$ cat config.mk
export PLATFORM = sky130hd
export DESIGN_NAME = fetch_unit_flat
export DESIGN_NICKNAME = d
export VERILOG_FILES = /design/src/rtl/fetch_unit_if.sv /design/src/rtl/fetch_unit.sv /design/src/flat_wrapper.sv
export SDC_FILE = /design/constraint.sdc
export NUM_CORES = 1
export LEC_CHECK = 0
export ABC_AREA = 1
export BUFFER_PORTS_ARGS = -buffer_cell sky130_fd_sc_hd__buf_2
export CORE_UTILIZATION = 39
export CTS_CLUSTER_DIAMETER = 100
export DETAILED_ROUTE_END_ITERATION = 8
export SLEW_MARGIN = 20
export SYNTH_ARGS = -nofsm -noshare
export SYNTH_HDL_FRONTEND = slang
export SYNTH_SLANG_ARGS = --single-unit
$ cat constraint.sdc
create_clock -name clk -period 1.9 [get_ports clk]
set_input_delay 0.19 -clock clk [delete_from_list [all_inputs] [get_ports clk]]
set_output_delay 0.19 -clock clk [all_outputs]
set_load 0.01 [all_outputs]
$ cat src/rtl/fetch_unit_if.sv
// Instruction-memory request/acknowledge bus between the fetch unit and imem.
// The fetch unit is the master; it holds the request until a one-cycle ack.
interface fetch_unit_if;
    logic        imem_req;
    logic [15:0] imem_addr;
    logic        imem_ack;
    logic [31:0] imem_rdata;

    modport master (
        output imem_req,
        output imem_addr,
        input  imem_ack,
        input  imem_rdata
    );

    modport slave (
        input  imem_req,
        input  imem_addr,
        output imem_ack,
        output imem_rdata
    );
endinterface

$ cat src/rtl/fetch_unit.sv
// SISC instruction-fetch stage: program counter, imem fetch FSM with timeout,
// instruction register and sticky timeout/halt status for the control FSM.
module fetch_unit #(
    parameter int TIMEOUT = 16
) (
    input  logic               clk,
    input  logic               rst_f,
    input  logic               pc_rst,
    input  logic               pc_write,
    input  logic               pc_sel,
    input  logic               br_sel,
    input  logic               ir_load,
    fetch_unit_if.master       mem,
    output logic [31:0]        ir,
    output logic [3:0]         opcode,
    output logic [3:0]         mm,
    output logic [15:0]        pc,
    output logic               fetch_busy,
    output logic               fetch_err,
    output logic               halted
);

    localparam logic [0:0] ST_IDLE = 1'b0;
    localparam logic [0:0] ST_WAIT = 1'b1;

    // TIMEOUT is limited to 2..255 so the last count fits in eight bits.
    localparam logic [7:0] CNT_LAST = 8'(TIMEOUT - 1);
    localparam logic [3:0] OP_HLT   = 4'hF;

    logic [0:0]  state_reg, state_next;
    logic [7:0]  cnt_reg, cnt_next;
    logic [15:0] pc_reg, pc_next;
    logic [15:0] addr_reg, addr_next;
    logic [31:0] ir_reg, ir_next;
    logic        err_reg, err_next;
    logic        halted_reg, halted_next;

    // Program counter update runs independently of the fetch FSM.
    always_comb begin
        pc_next = pc_reg;
        if (pc_rst) begin
            pc_next = 16'h0000;
        end else if (pc_write) begin
            if (!pc_sel)
                pc_next = pc_reg + 16'd1;
            else if (br_sel)
                pc_next = ir_reg[15:0];
            else
                pc_next = pc_reg + ir_reg[15:0];
        end
    end

    always_comb begin
        state_next  = state_reg;
        cnt_next    = cnt_reg;
        addr_next   = addr_reg;
        ir_next     = ir_reg;
        err_next    = err_reg;
        halted_next = halted_reg;
        case (state_reg)
            ST_IDLE: begin
                if (ir_load && !halted_reg && !pc_rst) begin
                    addr_next  = pc_reg;
                    cnt_next   = 8'd0;
                    state_next = ST_WAIT;
                end
            end
            ST_WAIT: begin
                // Abort beats ack, and ack beats timeout on the same edge.
                if (pc_rst) begin
                    state_next = ST_IDLE;
                end else if (mem.imem_ack) begin
                    ir_next    = mem.imem_rdata;
                    state_next = ST_IDLE;
                    if (mem.imem_rdata[31:28] == OP_HLT)
                        halted_next = 1'b1;
                end else if (cnt_reg == CNT_LAST) begin
                    ir_next    = 32'h0000_0000;
                    err_next   = 1'b1;
                    state_next = ST_IDLE;
                end else begin
                    cnt_next = cnt_reg + 8'd1;
                end
            end
            default: state_next = ST_IDLE;
        endcase
    end

    always_ff @(posedge clk or negedge rst_f) begin
        if (!rst_f) begin
            state_reg  <= ST_IDLE;
            cnt_reg    <= 8'd0;
            pc_reg     <= 16'h0000;
            addr_reg   <= 16'h0000;
            ir_reg     <= 32'h0000_0000;
            err_reg    <= 1'b0;
            halted_reg <= 1'b0;
        end else begin
            state_reg  <= state_next;
            cnt_reg    <= cnt_next;
            pc_reg     <= pc_next;
            addr_reg   <= addr_next;
            ir_reg     <= ir_next;
            err_reg    <= err_next;
            halted_reg <= halted_next;
        end
    end

    assign mem.imem_req  = (state_reg == ST_WAIT);
    assign mem.imem_addr = addr_reg;
    assign fetch_busy    = (state_reg == ST_WAIT);
    assign ir            = ir_reg;
    assign opcode        = ir_reg[31:28];
    assign mm            = ir_reg[27:24];
    assign pc            = pc_reg;
    assign fetch_err     = err_reg;
    assign halted        = halted_reg;

endmodule

$ cat src/flat_wrapper.sv
// flat-port wrapper written by rule: the top's interface ports become plain ports
module fetch_unit_flat 
#(
    parameter int TIMEOUT = 16
)
  (clk, rst_f, pc_rst, pc_write, pc_sel, br_sel, ir_load, ir, opcode, mm, pc, fetch_busy, fetch_err, halted, mem_imem_req, mem_imem_addr, mem_imem_ack, mem_imem_rdata);
  fetch_unit_if mem_i ();
  input  logic clk;
  input  logic rst_f;
  input  logic pc_rst;
  input  logic pc_write;
  input  logic pc_sel;
  input  logic br_sel;
  input  logic ir_load;
  output logic [31:0] ir;
  output logic [3:0] opcode;
  output logic [3:0] mm;
  output logic [15:0] pc;
  output logic fetch_busy;
  output logic fetch_err;
  output logic halted;
  output wire logic [$bits(mem_i.imem_req)-1:0] mem_imem_req;
  output wire logic [$bits(mem_i.imem_addr)-1:0] mem_imem_addr;
  input wire logic [$bits(mem_i.imem_ack)-1:0] mem_imem_ack;
  input wire logic [$bits(mem_i.imem_rdata)-1:0] mem_imem_rdata;
  assign mem_imem_req = mem_i.imem_req;
  assign mem_imem_addr = mem_i.imem_addr;
  assign mem_i.imem_ack = mem_imem_ack;
  assign mem_i.imem_rdata = mem_imem_rdata;
  fetch_unit #(.TIMEOUT(TIMEOUT)) u_core (.clk(clk), .rst_f(rst_f), .pc_rst(pc_rst), .pc_write(pc_write), .pc_sel(pc_sel), .br_sel(br_sel), .ir_load(ir_load), .mem(mem_i), .ir(ir), .opcode(opcode), .mm(mm), .pc(pc), .fetch_busy(fetch_busy), .fetch_err(fetch_err), .halted(halted));
endmodule
# Yosys cells after proc, flatten, opt, wreduce, memory -nomap -nowiden
# Cells that the tools add are included.
# op_classes
n_addsub,3
multipliers,0
div_mod_pow,0
magnitude_cmp,0
n_eq_ne,6
shifts,0
n_mux,16
bitwise_logic,3
reduce_logical,11
# op_table
cell,count
16-bit two-way mux,4
32-bit two-way mux,2
8-bit two-way mux,4
"16-bit by 1-bit adder with 16-bit output, second input constant",1
16-bit adder,1
8-bit one-hot mux with 2 select lines,1
4-bit AND reduction,3
"8-bit by 1-bit adder with 8-bit output, second input constant",1
"8-bit by 4-bit equality test with 1-bit output, second input constant",1
"2-bit inequality test, second input constant",3
"4-bit equality test, second input constant",1
1-bit two-way mux,4
2-bit nonzero test,2
1-bit inverter,3
3-bit AND reduction,1
1-bit logical AND,2
1-bit logical NOT,2
"2-bit by 1-bit inequality test with 1-bit output, second input constant",1
1-bit one-hot mux with 2 select lines,1
2-bit AND reduction,1
# totals
ff_bits,75
latch_bits,0
ram_bits,0
mem_bits_ro,0
in_bits,40
out_inout_bits,76
wordCells,46
mem_count,0

# Longest topological paths before layout
# Gate-level depths: netlist of run 1.
# depth
depth_word,5
depth_mapped,13
mapped_depth_nobuf,13

# Worst setup path after synthesis of run 1
# OpenSTA, ideal clock, no wires.
# synth_path
path_type,register to register
startpoint,reg u_core.pc_reg[0] (netlist: u_core.pc[0])
endpoint,reg u_core.pc_reg[12] (netlist: u_core.pc[12])
setup_ns,0.117
arrival_time_ns,1.700
required_ns,1.783
setup_slack_ns,0.083
stages_incl_launch_ff,14
n_path_buf,0
period_less_slack_ns,1.817
path_cell_list,dfrtp_1 > ha_1 > inv_1 > fa_1 > inv_1 > nand3_1 > nand3_1 > nand3_1 > nand3_1 > nand2_1 > nand3_1 > nand2_1 > nand2_1 > nand2_1
# synth_between
elab_chain_cells,5
elab_cells_between_ends,6
cone_classes,add/sub: 2; mux: 4
# synth_rtl
item,line_no,rtl
"start, declared",fetch_unit.sv:32,"logic [15:0] pc_reg, pc_next;"
"start signal, assigned",fetch_unit.sv:101,pc_reg <= pc_next;
16-bit adder,fetch_unit.sv:49,pc_next = pc_reg + ir_reg[15:0];
16-bit two-way mux,fetch_unit.sv:46,else if (br_sel)
16-bit two-way mux *,fetch_unit.sv:44,if (!pc_sel)
16-bit two-way mux *,fetch_unit.sv:43,end else if (pc_write) begin
16-bit two-way mux *,fetch_unit.sv:41,if (pc_rst) begin
# Every way passes the cells marked *; elsewhere a longest branch is shown, timed or not. The select of a mux whose other input is x is not followed.
# A chain may end at the register's enable or synchronous reset.

# Worst setup path after layout of run 1
# layout_path
startpoint,reg u_core.ir_reg[2] (netlist: u_core.ir[2])
endpoint,reg u_core.pc_reg[7] (netlist: u_core.pc[7])
# layout_between
elab_chain_cells,5
# layout_rtl
item,line_no,rtl
"start, declared",fetch_unit.sv:34,"logic [31:0] ir_reg, ir_next;"
"start signal, assigned",fetch_unit.sv:103,ir_reg <= ir_next;
16-bit adder,fetch_unit.sv:49,
16-bit two-way mux,fetch_unit.sv:46,
16-bit two-way mux,fetch_unit.sv:44,
16-bit two-way mux,fetch_unit.sv:43,
16-bit two-way mux,fetch_unit.sv:41,
# Every way passes these cells. The select of a mux whose other input is x is not followed.

==> results.md, run 1 <==
- The global-route congestion overflow total is 0.
- The number of distinct library cell variants in the gate-level netlist after synthesis is 38.
- The share of synthesized area in the top cell type comes to 40.0%.
- The met1 capacity usage during global routing is 31.7%.
- For this design the static power due to leakage is 3.42 nW.
- The pin slew with the least headroom to its limit is 0.465 ns.
- Once layout is complete, the utilization of the core stands at 52.2%.
- The delay of the slowest cell on the worst path is 0.38 ns.
- The met2 layer usage reported by global route is 33.9%.
- Dividing the detail-routed wire length by the instance count gives 14.4 um.
- The flow ran to the end, but the final reports show violations.
- Compared with the post-synthesis result, the final layout area differs by 28.5%.
- The area of combinational cells with multiple inputs is 2530 um^2.
- The cell area after layout is 6040 um^2.
- After detailed routing, the total wire length is 13.5 mm.
- The die area is 12500 um^2.
- In this run the remaining antenna-violating nets after routing total 0.
- The most used cell along the critical path is sky130_fd_sc_hd__nand3_1.
- The HPWL after detailed placement is 10.3 mm.
- The final critical-path share of the clock period is 95.4%.
- Sorting the synthesized cells by area gives the leading types as sky130_fd_sc_hd__dfrtp_1 40%, sky130_fd_sc_hd__nand2_1 16%, sky130_fd_sc_hd__nand3_1 11%.
- Across all hold checks on the routed design, the worst slack comes to 0.0829 ns.
- The worst endpoint required time is 2.13 ns.
- The worst path needs 1.81 ns of the cycle, external delays included.
- Of all nets on the critical path, the largest fanout is 4.
- The DRC violation total after the first TritonRoute iteration is 285.
- After synthesis the cells add up to 4700 um^2.
- The worst setup path is of the register to register kind.
- The root cell of the clock tree is sky130_fd_sc_hd__clkbuf_16.
- TritonCTS created 9 clock buffers.
- Clock-pin slew was measured on the worst setup and hold paths at 0.06 ns.
- When the netlist entered floorplanning its net count stood at 712.
- Entering global routing, the biggest net connects 37 pins.
- The worst setup path is launched from a register.
- For this design, the sink count on the clock tree is 75.
- TritonCTS built the clock tree.
- The I/O pin count is 116.
- The share of post-route cells with drive strength above 1 is 27.1%.
- The worst hold path class is input port to register.
- The max-slew violation count came to 0.
- Setup repair after global routing could not meet its margin everywhere.
- Across the routed clock network, the largest skew measured is 0.00339 ns.
- From left edge to right edge, the die measures 112 um.
- The via count of the first global-routing pass is 4443.
- Traced cell by cell, the critical path runs through ha_1, or2_1, nand3_1, nand2_2, or2_1, nand3_1, nand2_1, nand3_1, nand2_1.
- Setup violations remaining at the end of the flow were counted as 0.
- The core region is 11600 um^2.
- Measured along the y axis, the die boundary spans 112 um.
- Dividing the synthesized area by the synthesized cell count gives 7.18 um^2.
- Global routing consumed, over all layers together, 22.2% of the routing resources.
- The starting utilization of the core area is 40.6%.
- The normalized max-slew margin is 69.0%.
- In the synthesized netlist, the number of instances is 654.
- STA classifies the critical path endpoint as a register.
- Clock latency on the worst-skew pair, taken at its later pin, is 0.34 ns.
- The H-tree was split into 3 levels.
- The initial antenna violation count is 0.
- The final reports fail on DRC.
- The data arrival time at the worst-slack endpoint is 2.04 ns.
- The layer flagged by global routing as most heavily used is met2.
- The summed negative setup slack over all endpoints is 0 ns.
- The first global-routing pass estimated 22.0 mm of wire.
- The yosys synthesis warning count is 0.
- The vias per cell is 5.06.
- The met3 demand-to-capacity share in global routing is 3.38%.
- The proportion of synthesized chip area in sequential cells is 40.0%.
- The count of fill cells added during filler insertion is 1116.
- The number of detailed-route iterations in the first pass is 6.
- The number of vias in the routed layout is 4733.
- The sequential cells in the finished layout cover a total of 1880 um^2.
- The final weighted congestion in routability-driven placement is 0.847.
- The count of port buffers added during placement is 115.
- Summing all placed instances gives a cell area of 5570 um^2.
- The final-report hold violation count is 0.
- The largest area contributor in the netlist is sky130_fd_sc_hd__dfrtp_1.
- The buffer depth of the longest clock path is 2.
- The number of flip-flops in the largest register is 32.
- After floorplanning, the core was divided into 39 placement rows.
- The maximum operating frequency is 0.552 GHz.
- The count of max-cap constraint violations is 0.
- For this run, design rule violations remaining after detail routing come to 6.
- The reg2reg setup slack is 0.09 ns.
- The worst-case IR drop observed on VDD is 0.353 mV.
- The repair_antennas step left the layout with diodes totalling 0.
- The post-layout net count is 847.
- Dividing total power by cell area gives a power density of 663 nW/um^2.
- The number of register bits inferred by synthesis is 75.
- The largest individual stage delay along the critical path comes from the cell sky130_fd_sc_hd__dfrtp_1.
## per-stage QoR
step	setup slack, ns	power, mW	cells
6_report	0.0871	4.00	935
5_1_grt	-0.0243	4.19	935
4_1_cts	0.0220	4.00	933
3_5_place_dp	0.0308	2.40	918
3_3_place_gp	0.0673	2.39	918
2_1_floorplan	0.0833	2.09	654
## synthesized netlist by cell type
cell / number
sky130_fd_sc_hd__a31oi_1: 2
sky130_fd_sc_hd__a31o_2: 2
sky130_fd_sc_hd__xnor2_1: 3
sky130_fd_sc_hd__bufinv_8: 1
sky130_fd_sc_hd__nand2_1: 202
sky130_fd_sc_hd__nor3_1: 7
sky130_fd_sc_hd__nor2_4: 2
sky130_fd_sc_hd__o22ai_1: 4
sky130_fd_sc_hd__nor2_1: 24
sky130_fd_sc_hd__nand4_1: 10
sky130_fd_sc_hd__mux2_2: 2
sky130_fd_sc_hd__xor2_1: 4
sky130_fd_sc_hd__nor2_2: 4
sky130_fd_sc_hd__o31ai_1: 2
sky130_fd_sc_hd__or2_0: 1
sky130_fd_sc_hd__and2_1: 1
sky130_fd_sc_hd__inv_2: 3
sky130_fd_sc_hd__clkbuf_2: 1
sky130_fd_sc_hd__ha_1: 17
sky130_fd_sc_hd__nand4_2: 1
sky130_fd_sc_hd__or2_1: 2
sky130_fd_sc_hd__o21ai_0: 29
sky130_fd_sc_hd__nand2_2: 3
sky130_fd_sc_hd__fa_1: 1
sky130_fd_sc_hd__dfrtp_1: 75
sky130_fd_sc_hd__or2_2: 2
sky130_fd_sc_hd__nand3b_1: 2
sky130_fd_sc_hd__buf_1: 1
sky130_fd_sc_hd__nand2_4: 1
sky130_fd_sc_hd__buf_4: 9
sky130_fd_sc_hd__a21oi_1: 34
sky130_fd_sc_hd__inv_1: 73
sky130_fd_sc_hd__clkbuf_1: 10
sky130_fd_sc_hd__nand3_1: 103
sky130_fd_sc_hd__nor3_4: 1
sky130_fd_sc_hd__nand3_2: 1
sky130_fd_sc_hd__o21ai_1: 4
sky130_fd_sc_hd__buf_2: 10
## repair_timing
action / CTS / global route
setup buffers: 0 / 2
gates resized for setup: 0 / 33
hold buffers: 1 / 0
hold endpoints to repair: 33 / 0
setup endpoints to repair: 0 / 11
## logic make-up (layout without fill, tap and decap cells)
group           count (synthesis)  after routing  synth area share (%)
xor+xnor                        7              7                  1.31
simple gates                  367            367                  34.7
fa+ha+maj                      18             18                  4.96
mux                             2              2                 0.480
flops                          75             75                  40.0
buf+inv                       108            246                  9.94
compound gates                 77             77                  8.63
## where the power goes
part           switching, mW  leakage, nW  internal [mW]
combinational          0.421         2.28          0.294
sequential            0.0576         1.00           1.65
clock                  0.634        0.131          0.938
## placed cells by master (no fill, tap or decap), types with 2 or more instances in the layout
master	instances
sky130_fd_sc_hd__a21oi_1	33
sky130_fd_sc_hd__a31o_2	2
sky130_fd_sc_hd__a31oi_1	2
sky130_fd_sc_hd__buf_2	114
sky130_fd_sc_hd__buf_4	40
sky130_fd_sc_hd__clkbuf_16	9
sky130_fd_sc_hd__clkbuf_8	2
sky130_fd_sc_hd__dfrtp_1	74
sky130_fd_sc_hd__ha_1	8
sky130_fd_sc_hd__ha_4	8
sky130_fd_sc_hd__inv_1	71
sky130_fd_sc_hd__inv_2	5
sky130_fd_sc_hd__mux2_2	2
sky130_fd_sc_hd__nand2_1	198
sky130_fd_sc_hd__nand2_2	7
sky130_fd_sc_hd__nand3_1	98
sky130_fd_sc_hd__nand3_2	5
sky130_fd_sc_hd__nand3b_1	2
sky130_fd_sc_hd__nand4_1	10
sky130_fd_sc_hd__nor2_1	24
sky130_fd_sc_hd__nor2_2	2
sky130_fd_sc_hd__nor2_4	4
sky130_fd_sc_hd__nor3_1	7
sky130_fd_sc_hd__o21ai_0	26
sky130_fd_sc_hd__o21ai_1	6
sky130_fd_sc_hd__o22ai_1	3
sky130_fd_sc_hd__o31ai_1	2
sky130_fd_sc_hd__or2_1	2
sky130_fd_sc_hd__xnor2_1	3
sky130_fd_sc_hd__xor2_1	4
## path summary, 6_finish.rpt
check / depth (start not counted) / endpoint / start
max reg2reg: 9 / u_core.pc[7] / u_core.ir[2]
min: 3 / u_core.ir[23] / mem_imem_rdata[23]
min reg2reg: 1 / u_core.fetch_err / u_core.fetch_err
max in group asynchronous: 3 / u_core.pc[3] / rst_f
min in group asynchronous: 2 / u_core.ir[20] / rst_f
max: 9 / u_core.pc[7] / u_core.ir[2]
## worst max-delay path: cells and delay by family (launching register included)
family                   cells  cell delay, ns
adder cells (fa/ha/maj)      1            0.37
flip-flops                   1            0.38
AND/OR/NAND/NOR              8            0.98
## final cells by class
class                      instances  share of cell area [%]
clock buffer                      12                    4.25
multi-input combinational        471                    41.9
timing repair buffer             155                    14.6
clock inverter                     2                   0.207
tap                              143                    2.96
inverter                          77                    5.02
sequential                        75                    31.1
## metal layers
metal	share of wire [%]	vias up	routed length, um
met5	0	-	0
met3	4.2	14	572
met4	1.5	0	201
met2	45	128	6020
li1	-	2395	-
met1	50	2196	6690
Power figures use the tool's default switching activity.
==> run 2, diff against run 1 <==
--- a/config.mk
+++ b/config.mk
@@ -6,10 +6,11 @@
 export NUM_CORES = 1
 export LEC_CHECK = 0
 export ABC_AREA = 1
-export BUFFER_PORTS_ARGS = -buffer_cell sky130_fd_sc_hd__buf_2
-export CORE_UTILIZATION = 39
+export BUFFER_PORTS_ARGS = -buffer_cell sky130_fd_sc_hd__buf_4
+export CORE_UTILIZATION = 54
 export CTS_CLUSTER_DIAMETER = 100
 export DETAILED_ROUTE_END_ITERATION = 8
+export PLACE_DENSITY = 0.81
 export SLEW_MARGIN = 20
 export SYNTH_ARGS = -nofsm -noshare
 export SYNTH_HDL_FRONTEND = slang
==> results.md, run 2 (synthesis gave the netlist of run 1 again) <==
- The I/O pin count came to 116 (unchanged).
- The pin slew with the least headroom to its limit came to 0.598 ns (+0.133 ns).
- The initial antenna violation count is 0 (unchanged).
- The maximum operating frequency is 0.545 GHz (-1.2%).
- The worst hold path belongs to the class input port to register.
- The count of port buffers added during placement is 115 (unchanged).
- The width of the die is 95.3 um (-15%).
- The delay of the slowest cell on the worst path is 0.44 ns (+0.06 ns).
- The antenna diode count is 0 (unchanged).
- Among all stages on the critical path, the largest delay is contributed by sky130_fd_sc_hd__dfrtp_1.
- The normalized max-slew margin is 60.1% (-8.9 points).
- The number of flip-flops in the largest register is 32 (unchanged).
- The cell depth of the worst flop-to-flop path is 12 (+3).
- The cell area power density is 620 nW/um^2 (-6.4%).
- The final weighted congestion in routability-driven placement was 0.892 (+5.3%).
- The worst setup path is of the register to register kind.
- The number of sinks on the clock net came to 75 (unchanged).
- The first-pass GRT wire length is 21.4 mm (-2.7%).
- The post-detailed-route DRC marker count is 0 (-6).
- The global-route congestion overflow total is 0 (unchanged).
- The root cell of the clock tree is sky130_fd_sc_hd__clkbuf_8.
- The highest fanout seen on the critical path came to 5 (+1).
- The total CTS buffers was 9 (unchanged).
- The post-route worst hold slack is 0.0501 ns (-0.0328 ns).
- STA classifies the critical path startpoint as a register.
- Leaving out fill and tap cells, the most frequent cell in the layout is sky130_fd_sc_hd__nand2_1.
- The final wirelength is 13.5 mm (about the same).
- The number of detailed-route iterations in the first pass came to 5 (-1).
- The reg2reg setup slack is 0.06 ns (-0.02 ns).
- The run finished with clean final reports.
- The clock tree from TritonCTS is built.
- The instance count along the most critical hold path is 3 (unchanged).
- The cell area after layout is 6220 um^2 (+3.1%).
- The register clock-pin slew on the reported worst setup and hold paths is 0.08 ns (+0.02 ns).
- The count of H-tree levels built during CTS is 3 (unchanged).
- The number of vias in the routed layout is 4880 (+3.1%).
- The starting utilization of the core area was 56.6% (+16 points).
- The clock latency reported for the late side of the worst-skew pair is 0.36 ns (+0.02 ns).
- The maximum number of pins on one net before global-route repair was 45 (+22%).
- The kind of end point of the critical path is a register.
- The count of max-cap constraint violations came to 0 (unchanged).
- The setup clock skew after layout is 0.00997 ns (+0.00658 ns).
- The share of post-route cells with drive strength above 1 was 26.9% (-0.24 points).
- The total power consumption of the routed design is 3.86 mW (-3.5%).
- From synthesis to final layout, the design area changed by 32.5%.
- The final-report setup violation count is 0 (unchanged).
- The buffer depth of the longest clock path is 2 (unchanged).
- The most used cell along the critical path is sky130_fd_sc_hd__nand2_1.
- The max-slew violation count is 0 (unchanged).
- The worst register-to-register path ends at u_core.pc[13].
- The instance area after placement is 5780 um^2 (+3.8%).
- The data arrival time at the worst-slack endpoint is 2.08 ns (+0.04 ns).
- The detailed placer's ending HPWL came to 9.80 mm (-4.6%).
- The top cell types in the final layout, fill and taps aside, are 199 x sky130_fd_sc_hd__nand2_1, 147 x sky130_fd_sc_hd__buf_4, 101 x sky130_fd_sc_hd__nand3_1, 72 x sky130_fd_sc_hd__inv_1, 70 x sky130_fd_sc_hd__dfrtp_1.
- The number of routed nets with antenna violations is 0 (unchanged).
- The total core area was 8300 um^2 (-28%).
- The worst ir drop on vdd is 0.415 mV (+18%).
- The final-report hold violation count was 0 (unchanged).
- The average wire per cell in the routed design was 15.1 um (+4.8%).
- The vias per cell is 5.46 (+8.0%).
- The DRC violation total after the first TritonRoute iteration came to 363 (+27%).
- Traced cell by cell, the critical path runs through ha_4, nand2_1, inv_1, nand2_1, nor3_1, nand2_1, nand2_1, nand2_1, nand3_1, nand2_1, nand2_1, nand2_1.
- The final critical-path share of the clock period is 96.6% (+1.2 points).
- The start point of the worst min-delay path is mem_imem_rdata[19].
- The count of fill cells added during filler insertion was 623 (-44%).
- The number of standard-cell rows in the floorplan was 33 (-15%).
- The launch instance of the worst register-to-register path is u_core.pc[6].
- The static leakage is 3.39 nW (-0.85%).
- The minimum clock period was 1.84 ns (+0.0226 ns).
- For hold timing, the worst endpoint is u_core.ir[19].
- The floorplan die height came to 95.3 um (-15%).
- The post-layout net count is 842 (-0.59%).
- The global-route usage over all layers is 31.0% (+8.8 points).
- The via count of the first global-routing pass was 4489 (+1.0%).
- The worst endpoint required time is 2.15 ns (+0.02 ns).
- The die area is 9070 um^2 (-27%).
## run 2: cell types whose count changed in the layout (fill, tap and decap cells not counted), sizes merged
cell    previous run  this run
clkbuf            12        11
buf              154       149
bufinv             1         3
## run 2: final cells by class
class	instances	area (um^2)	area share (%)
Inverter	77	303	4.87
Clock inverter	4	76.3	1.23
Multi-Input combinational cell	471	2540	40.9
Sequential cell	75	1880	30.3
Tap cell	105	131	2.11
Clock buffer	11	131	2.11
Timing Repair Buffer	150	1150	18.5
## run 2: worst max path at each step
stage	from	endpoint	slack [ns]	cells after the start
2_1_floorplan	u_core.pc[0]	u_core.pc[12]	0.08	13
3_3_place_gp	u_core.ir[0]	u_core.pc[12]	0.09	13
3_5_place_dp	u_core.ir[1]	u_core.pc[8]	0.03	12
4_1_cts	u_core.pc[6]	u_core.pc[13]	0.008	12
5_1_grt	u_core.ir[0]	u_core.pc[8]	-0.03	13
6_report	u_core.pc[6]	u_core.pc[13]	0.06	12
## run 2: through the flow
stage	instances	worst slack [ns]	TNS, ns	utilization (%)
after floorplan	654	0.0833	0	-
after global placement	873	0.0870	0	69.6
after detailed placement	873	0.0334	0	69.6
after CTS	889	0.00822	0	72.2
after global routing	893	-0.0321	-0.0544	75.0
final	893	0.0645	0	75.0
## run 2: metal layers
layer	vias to the layer above	wire [um]	share of wire (%)	global-route usage, %
li1	2378	-	-	-
met1	2239	6080	45	43.2
met2	236	6160	46	47.7
met3	27	970	7.2	6.30
met4	0	281	2.1	11.0
met5	-	0	0	0
## run 2: worst max-delay path, delay by kind of cell, from the launching register on
kind | cells | cell delay, ns
fa+ha+maj | 1 | 0.32
flops | 1 | 0.44
simple gates | 10 | 0.89
buf+inv | 1 | 0.07
## run 2: repair_timing
| item | in CTS | in global routing |
|---|---|---|
| endpoints found under the hold margin | 43 | 0 |
| buffers inserted | 0 | 4 |
| setup endpoints to repair | 1 | 11 |
| pin swaps | 0 | 1 |
| gates resized for setup | 1 | 33 |
| hold buffers | 1 | 0 |
## run 2: where the power goes
| part | total [mW] | switching [mW] | leakage (nW) | internal [mW] |
|---|---|---|---|---|
| clock network | 1.36 | 0.624 | 0.0996 | 0.736 |
| registers | 1.72 | 0.0688 | 0.997 | 1.65 |
| logic | 0.779 | 0.420 | 2.29 | 0.359 |
